File: src/rtl/aes_round_sequencer.sv
// AES round sequencer.
// This module produces the datapath controls for an iterative AES encryption
// core:
//   * an initial AddRoundKey cycle;
//   * NR round cycles, with MixColumns dropped on the last round;
//   * a completion handshake with a single capture strobe.
// Every output is decoded from registered state only, so the module is a pure
// Moore machine.
module aes_round_sequencer #(
   parameter int NR = 10
) (
   input  logic       clk,
   input  logic       rst,
   input  logic       start_valid,
   output logic       start_ready,
   input  logic       abort,
   output logic       ld_sel,
   output logic       sub_en,
   output logic       mix_en,
   output logic [3:0] rk_idx,
   output logic [3:0] round,
   output logic       busy,
   output logic       cap_en,
   output logic       done_valid,
   input  logic       done_ready
);

   // Last round number. It must be 10, 12 or 14, so it always fits in 4 bits.
   localparam logic [3:0] LAST_ROUND = 4'(NR);

   typedef enum logic [1:0] {
      IDLE  = 2'd0,
      INIT  = 2'd1,
      ROUND = 2'd2,
      DONE  = 2'd3
   } state_t;

   state_t     state_reg, state_next;
   logic [3:0] cnt_reg,   cnt_next;
   // Set only for the first DONE cycle; this flag drives the capture strobe.
   logic       first_reg, first_next;

   // State, round counter and first-DONE flag.
   // Reset clears them at once, without waiting for a clock edge.
   always_ff @(posedge clk or negedge rst) begin
      if (!rst) begin
         state_reg <= IDLE;
         cnt_reg   <= 4'd0;
         first_reg <= 1'b0;
      end else begin
         state_reg <= state_next;
         cnt_reg   <= cnt_next;
         first_reg <= first_next;
      end
   end

   // Next-state logic.
   // Abort overrides both start and done_ready.
   always_comb begin
      state_next = state_reg;
      cnt_next   = cnt_reg;
      first_next = 1'b0;
      case (state_reg)
         IDLE: begin
            cnt_next = 4'd0;
            if (start_valid) begin
               state_next = INIT;
            end
         end
         INIT: begin
            state_next = ROUND;
            cnt_next   = 4'd1;
         end
         ROUND: begin
            if (cnt_reg == LAST_ROUND) begin
               state_next = DONE;
               cnt_next   = 4'd0;
               first_next = 1'b1;
            end else begin
               cnt_next = cnt_reg + 4'd1;
            end
         end
         DONE: begin
            cnt_next = 4'd0;
            if (done_ready) begin
               state_next = IDLE;
            end
         end
         default: begin
            state_next = IDLE;
            cnt_next   = 4'd0;
         end
      endcase
      if (abort) begin
         state_next = IDLE;
         cnt_next   = 4'd0;
         first_next = 1'b0;
      end
   end

   // Output decode.
   // It uses only the registered state, the counter and the first-DONE flag.
   always_comb begin
      start_ready = 1'b0;
      ld_sel      = 1'b0;
      sub_en      = 1'b0;
      mix_en      = 1'b0;
      rk_idx      = 4'd0;
      round       = 4'd0;
      busy        = 1'b0;
      cap_en      = 1'b0;
      done_valid  = 1'b0;
      case (state_reg)
         IDLE: begin
            start_ready = 1'b1;
         end
         INIT: begin
            ld_sel = 1'b1;
            busy   = 1'b1;
         end
         ROUND: begin
            sub_en = 1'b1;
            busy   = 1'b1;
            rk_idx = cnt_reg;
            round  = cnt_reg;
            mix_en = (cnt_reg != LAST_ROUND);
         end
         DONE: begin
            done_valid = 1'b1;
            cap_en     = first_reg;
         end
         default: begin
            start_ready = 1'b0;
         end
      endcase
   end

endmodule

File: config.mk
export PLATFORM = sky130hd
export DESIGN_NAME = aes_round_sequencer
export DESIGN_NICKNAME = d
export VERILOG_FILES = /design/src/rtl/aes_round_sequencer.sv
export SDC_FILE = /design/constraint.sdc
export NUM_CORES = 1
export LEC_CHECK = 0
export ABC_CLOCK_PERIOD_IN_PS = 2900
export BUFFER_PORTS_ARGS = -buffer_cell sky130_fd_sc_hd__clkbuf_2
export CORE_AREA = 2 2 39 41
export DETAILED_ROUTE_END_ITERATION = 12
export DIE_AREA = 0 0 41 43
export SETUP_SLACK_MARGIN = 0.15
export SLEW_MARGIN = 40
export SYNTH_ARGS = -nofsm -noshare
export SYNTH_HDL_FRONTEND = slang
export SYNTH_SLANG_ARGS = --single-unit
File: constraint.sdc
create_clock -name clk -period 2.9 [get_ports clk]
set_input_delay 0.29 -clock clk [delete_from_list [all_inputs] [get_ports clk]]
set_output_delay 0.29 -clock clk [all_outputs]
set_load 0.1 [all_outputs]
# == Yosys cells after proc, flatten, opt, wreduce, memory -nomap -nowiden ==
# Cells that the tools add are included.
# totals
register_bits,7
# op_classes
n_addsub,1
n_eq_ne,8
n_mux,19
reduce_logical,4
# op_table
op,count
$mux W4,3
$pmux W4 S3,1
$mux W1,10
$ne A3 B3 Y1 const B,3
$mux W2,4
$pmux W2 S4,1
$add A4 B1 Y4 const B,1
$eq A2 B2 Y1 const B,2
$eq A4 B4 Y1 const B,1
$ne A4 B4 Y1 const B,1
$reduce_or A2 Y1,2
$reduce_and A3 Y1,1
$eq A2 B1 Y1 const B,1
$logic_not A2 Y1,1

# == Depth between registers and ports, before layout ==
# logic_depth
ltp_word,4
depth_mapped,5
depth_no_buf,5

# == Least setup slack after synthesis ==
# Ideal clock, no wire load.
# synth_path
path_type,reg2out
from,register state_reg[0]
to,output port round[3]
arrival_ns,2.705
setup_slack_ns,-0.095
path_stages_with_launch,5
path_cell_list,dfrtp_1 inv_1 ha_1 and2_1 buf_4
# synth_between
elab_chain_cells,2
# synth_rtl
item,line,text
start: declaration,38,"state_t state_reg, state_next;"
start signal: assignment,51,state_reg <= state_next;
$eq A2 B2 Y1,-,
$mux W4,-,
end: declaration,21,"output logic [3:0] round,"
# Every way passes these cells.

# == Final worst setup path ==
# layout_path
from,register state_reg[0]
to,output port mix_en
# layout_between
elab_chain_cells,2
# layout_rtl
item,line,text
$eq A2 B2 Y1,113,case (state_reg)
$mux W1,113,
end: declaration,19,"output logic mix_en,"
# Every way passes these cells.

==> flow_summary.html <==
<table>
<tr><th>Metric</th><th>Value</th></tr>
<tr><th colspan="2">Finish</th></tr>
<tr><td>Multi-input gate area in the final layout</td><td>262 µm²</td></tr>
<tr><td>Final layout net count</td><td>80</td></tr>
<tr><td>Number of antenna cells inserted</td><td>0</td></tr>
<tr><td>Final cell count without fillers</td><td>84</td></tr>
<tr><td># fillers</td><td>between 100 and 150</td></tr>
<tr><td>Share of layout cells above drive strength 1</td><td>0.412</td></tr>
<tr><td>Number of flip-flops under the largest register name</td><td>4</td></tr>
<tr><td>Register area</td><td>~180 µm²</td></tr>
<tr><td>Synth-to-layout area growth</td><td>25.8%</td></tr>
<tr><th colspan="2">Outcome</th></tr>
<tr><td>Run status</td><td>completed</td></tr>
<tr><th colspan="2">Die</th></tr>
<tr><td>Ports</td><td>20</td></tr>
<tr><td>Core area</td><td>about 0.0014 mm²</td></tr>
<tr><td>Die Footprint</td><td>0.00176 mm²</td></tr>
<tr><td>X dimension of the die</td><td>41 µm</td></tr>
<tr><td>Die H</td><td>about 43 µm</td></tr>
<tr><td>Effective utilization at floorplan</td><td>0.351</td></tr>
<tr><td>Site row count</td><td>14</td></tr>
<tr><th colspan="2">Setup path</th></tr>
<tr><td>Endpoint type of the worst setup path</td><td>output port</td></tr>
<tr><td>Worst Path Class, Setup</td><td>flop to output port</td></tr>
<tr><td>Depth of the most critical reg-to-reg path</td><td>4</td></tr>
<tr><td>Sort of element at the start of the critical path</td><td>flop</td></tr>
<tr><td>CP Max Fanout</td><td>10</td></tr>
<tr><td>Worst Path Required</td><td>approximately 2600 ps</td></tr>
<tr><td>Arrival time at the worst endpoint</td><td>about 1800 ps</td></tr>
<tr><th colspan="2">Placement</th></tr>
<tr><td>Cells after DPL</td><td>between 70 and 80</td></tr>
<tr><td>Routability cong.</td><td>0.750</td></tr>
<tr><td>Count of input and output buffers</td><td>19</td></tr>
<tr><td>Estimated wirelength of the detail-placed design</td><td>~750 µm</td></tr>
<tr><th colspan="2">Clock network</th></tr>
<tr><td>Post-CTS clock slew at the launch and capture registers of the worst setup and hold paths</td><td>approximately 50 ps</td></tr>
<tr><td>Maximum clock insertion buffer count</td><td>2</td></tr>
<tr><td>Number of sinks driven by the clock tree</td><td>7</td></tr>
<tr><td>Number of buffers added by the clock tree synthesis step</td><td>3</td></tr>
<tr><td>H-tree Lvls</td><td>1</td></tr>
<tr><td>CTS Root Cell</td><td>sky130_fd_sc_hd__clkbuf_4</td></tr>
<tr><td>Worst-Skew Late Latency</td><td>~240 ps</td></tr>
<tr><td>Number of setup buffers added after CTS</td><td>0</td></tr>
<tr><td>Clock tree from TritonCTS</td><td>built</td></tr>
<tr><th colspan="2">Synth</th></tr>
<tr><td>Most frequently used cell type in the post-synthesis netlist</td><td>sky130_fd_sc_hd__dfrtp_1</td></tr>
<tr><td>Total number of yosys warnings</td><td>0</td></tr>
<tr><td>Post-synthesis area per instance</td><td>roughly 10 µm²</td></tr>
<tr><td>Library cell occupying the most area in the post-synthesis netlist</td><td>sky130_fd_sc_hd__dfrtp_1</td></tr>
<tr><td>Count of different cell masters after synthesis</td><td>21</td></tr>
<tr><td>Number of flops mapped to enable cells by yosys</td><td>0</td></tr>
<tr><td>Predominant post-synthesis flop cell</td><td>sky130_fd_sc_hd__dfrtp_1</td></tr>
<tr><td>Post-synth design cell area</td><td>between 400 and 500 µm²</td></tr>
<tr><td>Synthesized netlist net count</td><td>just under 60</td></tr>
<tr><td>Cell types with the highest counts after synthesis</td><td>7 x sky130_fd_sc_hd__dfrtp_1, 6 x sky130_fd_sc_hd__ha_1, 6 x sky130_fd_sc_hd__inv_1</td></tr>
<tr><td>Post-synth top area share</td><td>0.361</td></tr>
<tr><td>Cells after Synth</td><td>48</td></tr>
<tr><td>Sequential-to-total area share from yosys stat</td><td>0.361</td></tr>
<tr><td>Asr flop ratio synth</td><td>1.00</td></tr>
<tr><td>Top area cells in the synthesized netlist</td><td>sky130_fd_sc_hd__dfrtp_1 36%, sky130_fd_sc_hd__ha_1 15%, sky130_fd_sc_hd__buf_4 6.2%</td></tr>
<tr><td>Synthesis-stage register bit count</td><td>7</td></tr>
<tr><th colspan="2">STA</th></tr>
<tr><td>Top achievable clock speed</td><td>about 0.49 GHz</td></tr>
<tr><td>Tightest slew margin relative to the limit</td><td>0.640</td></tr>
<tr><td>Min cycle time layout</td><td>2040 ps</td></tr>
<tr><td>Worst clock skew</td><td>1.03 ps</td></tr>
<tr><td>Final Slew Violations</td><td>0</td></tr>
<tr><td>Setup TNS</td><td>0 ps</td></tr>
<tr><td>Unrepaired setup endpoints after global routing</td><td>no</td></tr>
<tr><td>Worst-margin pin slew</td><td>542 ps</td></tr>
<tr><td>Setup-failing EPs final</td><td>0</td></tr>
<tr><td>Number of failing hold endpoints at the final stage</td><td>0</td></tr>
<tr><td>Post-route clock period utilization</td><td>0.704</td></tr>
<tr><th colspan="2">Detailed routing</th></tr>
<tr><td>Met1 wire length</td><td>slightly below 400 µm</td></tr>
<tr><td>Detail Route met2 WL</td><td>about 480 µm</td></tr>
<tr><td>ANT nets after route</td><td>0</td></tr>
<tr><td>WL per Instance</td><td>around 11 µm</td></tr>
<tr><td>Routed met3 length</td><td>~47 µm</td></tr>
<tr><td>Number of detailed-route iterations in the first pass</td><td>5</td></tr>
<tr><td>Top layer in use</td><td>met3</td></tr>
<tr><td>Routed vias</td><td>~370</td></tr>
<tr><td>Iter 0 DRT Violations</td><td>1</td></tr>
<tr><td>Vias per inst</td><td>approximately 4.5</td></tr>
<tr><td>DRC Markers</td><td>0</td></tr>
<tr><td>Detailed Route WL</td><td>921 µm</td></tr>
<tr><th colspan="2">Global route</th></tr>
<tr><td>Initial antenna violation count</td><td>0</td></tr>
<tr><td>Pin count of the biggest net entering global routing</td><td>11</td></tr>
<tr><td>Total congestion overflow</td><td>0</td></tr>
<tr><td>GR Util All Layers</td><td>0.131</td></tr>
<tr><td>First-pass GRT wire length</td><td>approximately 1500 µm</td></tr>
<tr><td>Via count of the first global-routing pass</td><td>372</td></tr>
<tr><th colspan="2">Hold path</th></tr>
<tr><td>Cell depth of the worst hold path</td><td>2</td></tr>
<tr><td>Hold crit path type</td><td>primary input to flop</td></tr>
<tr><th colspan="2">Job</th></tr>
<tr><td>Max-cap violations</td><td>0</td></tr>
</table>
==> cells by family (layout without fill, tap and decap cells) <==
group / count (synthesis) / in the layout / synth area share
AOI/OAI and AO/OA: 4 / 4 / 0.0567
xor gates and xnor gates: 2 / 2 / 0.0361
adders and majority gates: 6 / 6 / 0.155
buffers and inverters: 10 / 30 / 0.108
DFF: 7 / 7 / 0.361
muxes: 1 / 1 / 0.0206
and+or+nand+nor: 18 / 18 / 0.263
==> cells in the final DEF, fill, tap and decap left out, types with 2 or more instances in the layout <==
master,n
sky130_fd_sc_hd__nand2b_1,2
sky130_fd_sc_hd__clkbuf_2,19
sky130_fd_sc_hd__dfrtp_1,7
sky130_fd_sc_hd__nand3_1,2
sky130_fd_sc_hd__ha_1,6
sky130_fd_sc_hd__nor4_1,2
sky130_fd_sc_hd__or2b_1,2
sky130_fd_sc_hd__inv_1,6
sky130_fd_sc_hd__and2_2,4
sky130_fd_sc_hd__a21oi_1,2
sky130_fd_sc_hd__clkbuf_4,3
==> metrics by stage <==
| stage | worst slack (ps) | util | area, µm² | hold slack, ps |
|---|---|---|---|---|
| after floorplan | 198 | - | 489 | -5.59 |
| after global placement | 1150 | 0.415 | 574 | 141 |
| after global routing | 703 | 0.441 | 611 | 313 |
| final | 860 | 0.441 | 611 | 313 |
| after CTS | 839 | 0.441 | 611 | 304 |
| after detailed placement | 1120 | 0.415 | 574 | 139 |
==> what timing repair did <==
item | CTS | global route
hold buffers | 1 | 0
resized for setup | 0 | 0
endpoints found under the hold margin | 7 | 0
==> area by class of cell <==
type / instances / area share
inverter: 6 / 0.0369
clock buffer: 4 / 0.0430
multi-input combinational: 31 / 0.428
tap: 16 / 0.0328
timing repair buffer: 20 / 0.172
sequential: 7 / 0.287
==> per-layer routing <==
metal | up-vias | GRT usage
met2 | 12 | 0.197
li1 | 198 | -
met3 | 0 | 0.0314
met5 | - | 0
met4 | 0 | 0.0800
met1 | 164 | 0.158
==> critical path: stages (launching register included) <==
cell	delay (ps)
sky130_fd_sc_hd__dfrtp_1	410
sky130_fd_sc_hd__inv_1	90
sky130_fd_sc_hd__ha_1	320
sky130_fd_sc_hd__nand2_1	160
sky130_fd_sc_hd__inv_1	80
sky130_fd_sc_hd__clkbuf_2	450
==> worst paths after layout <==
kind	from	end	slack [ps]
max in group asynchronous	rst	cnt_reg[1]$_DFF_PN0_	2320
max reg2reg	state_reg[0]$_DFFE_PN0P_	state_reg[1]$_DFFE_PN0P_	1340
min	abort	cnt_reg[0]$_DFF_PN0_	310
min in group asynchronous	rst	state_reg[1]$_DFFE_PN0P_	410
min reg2reg	state_reg[0]$_DFFE_PN0P_	state_reg[0]$_DFFE_PN0P_	560
max	state_reg[0]$_DFFE_PN0P_	mix_en	860
Power is not shown: default switching activity piles up to over one toggle a cycle in this logic, so the estimate is an artifact.
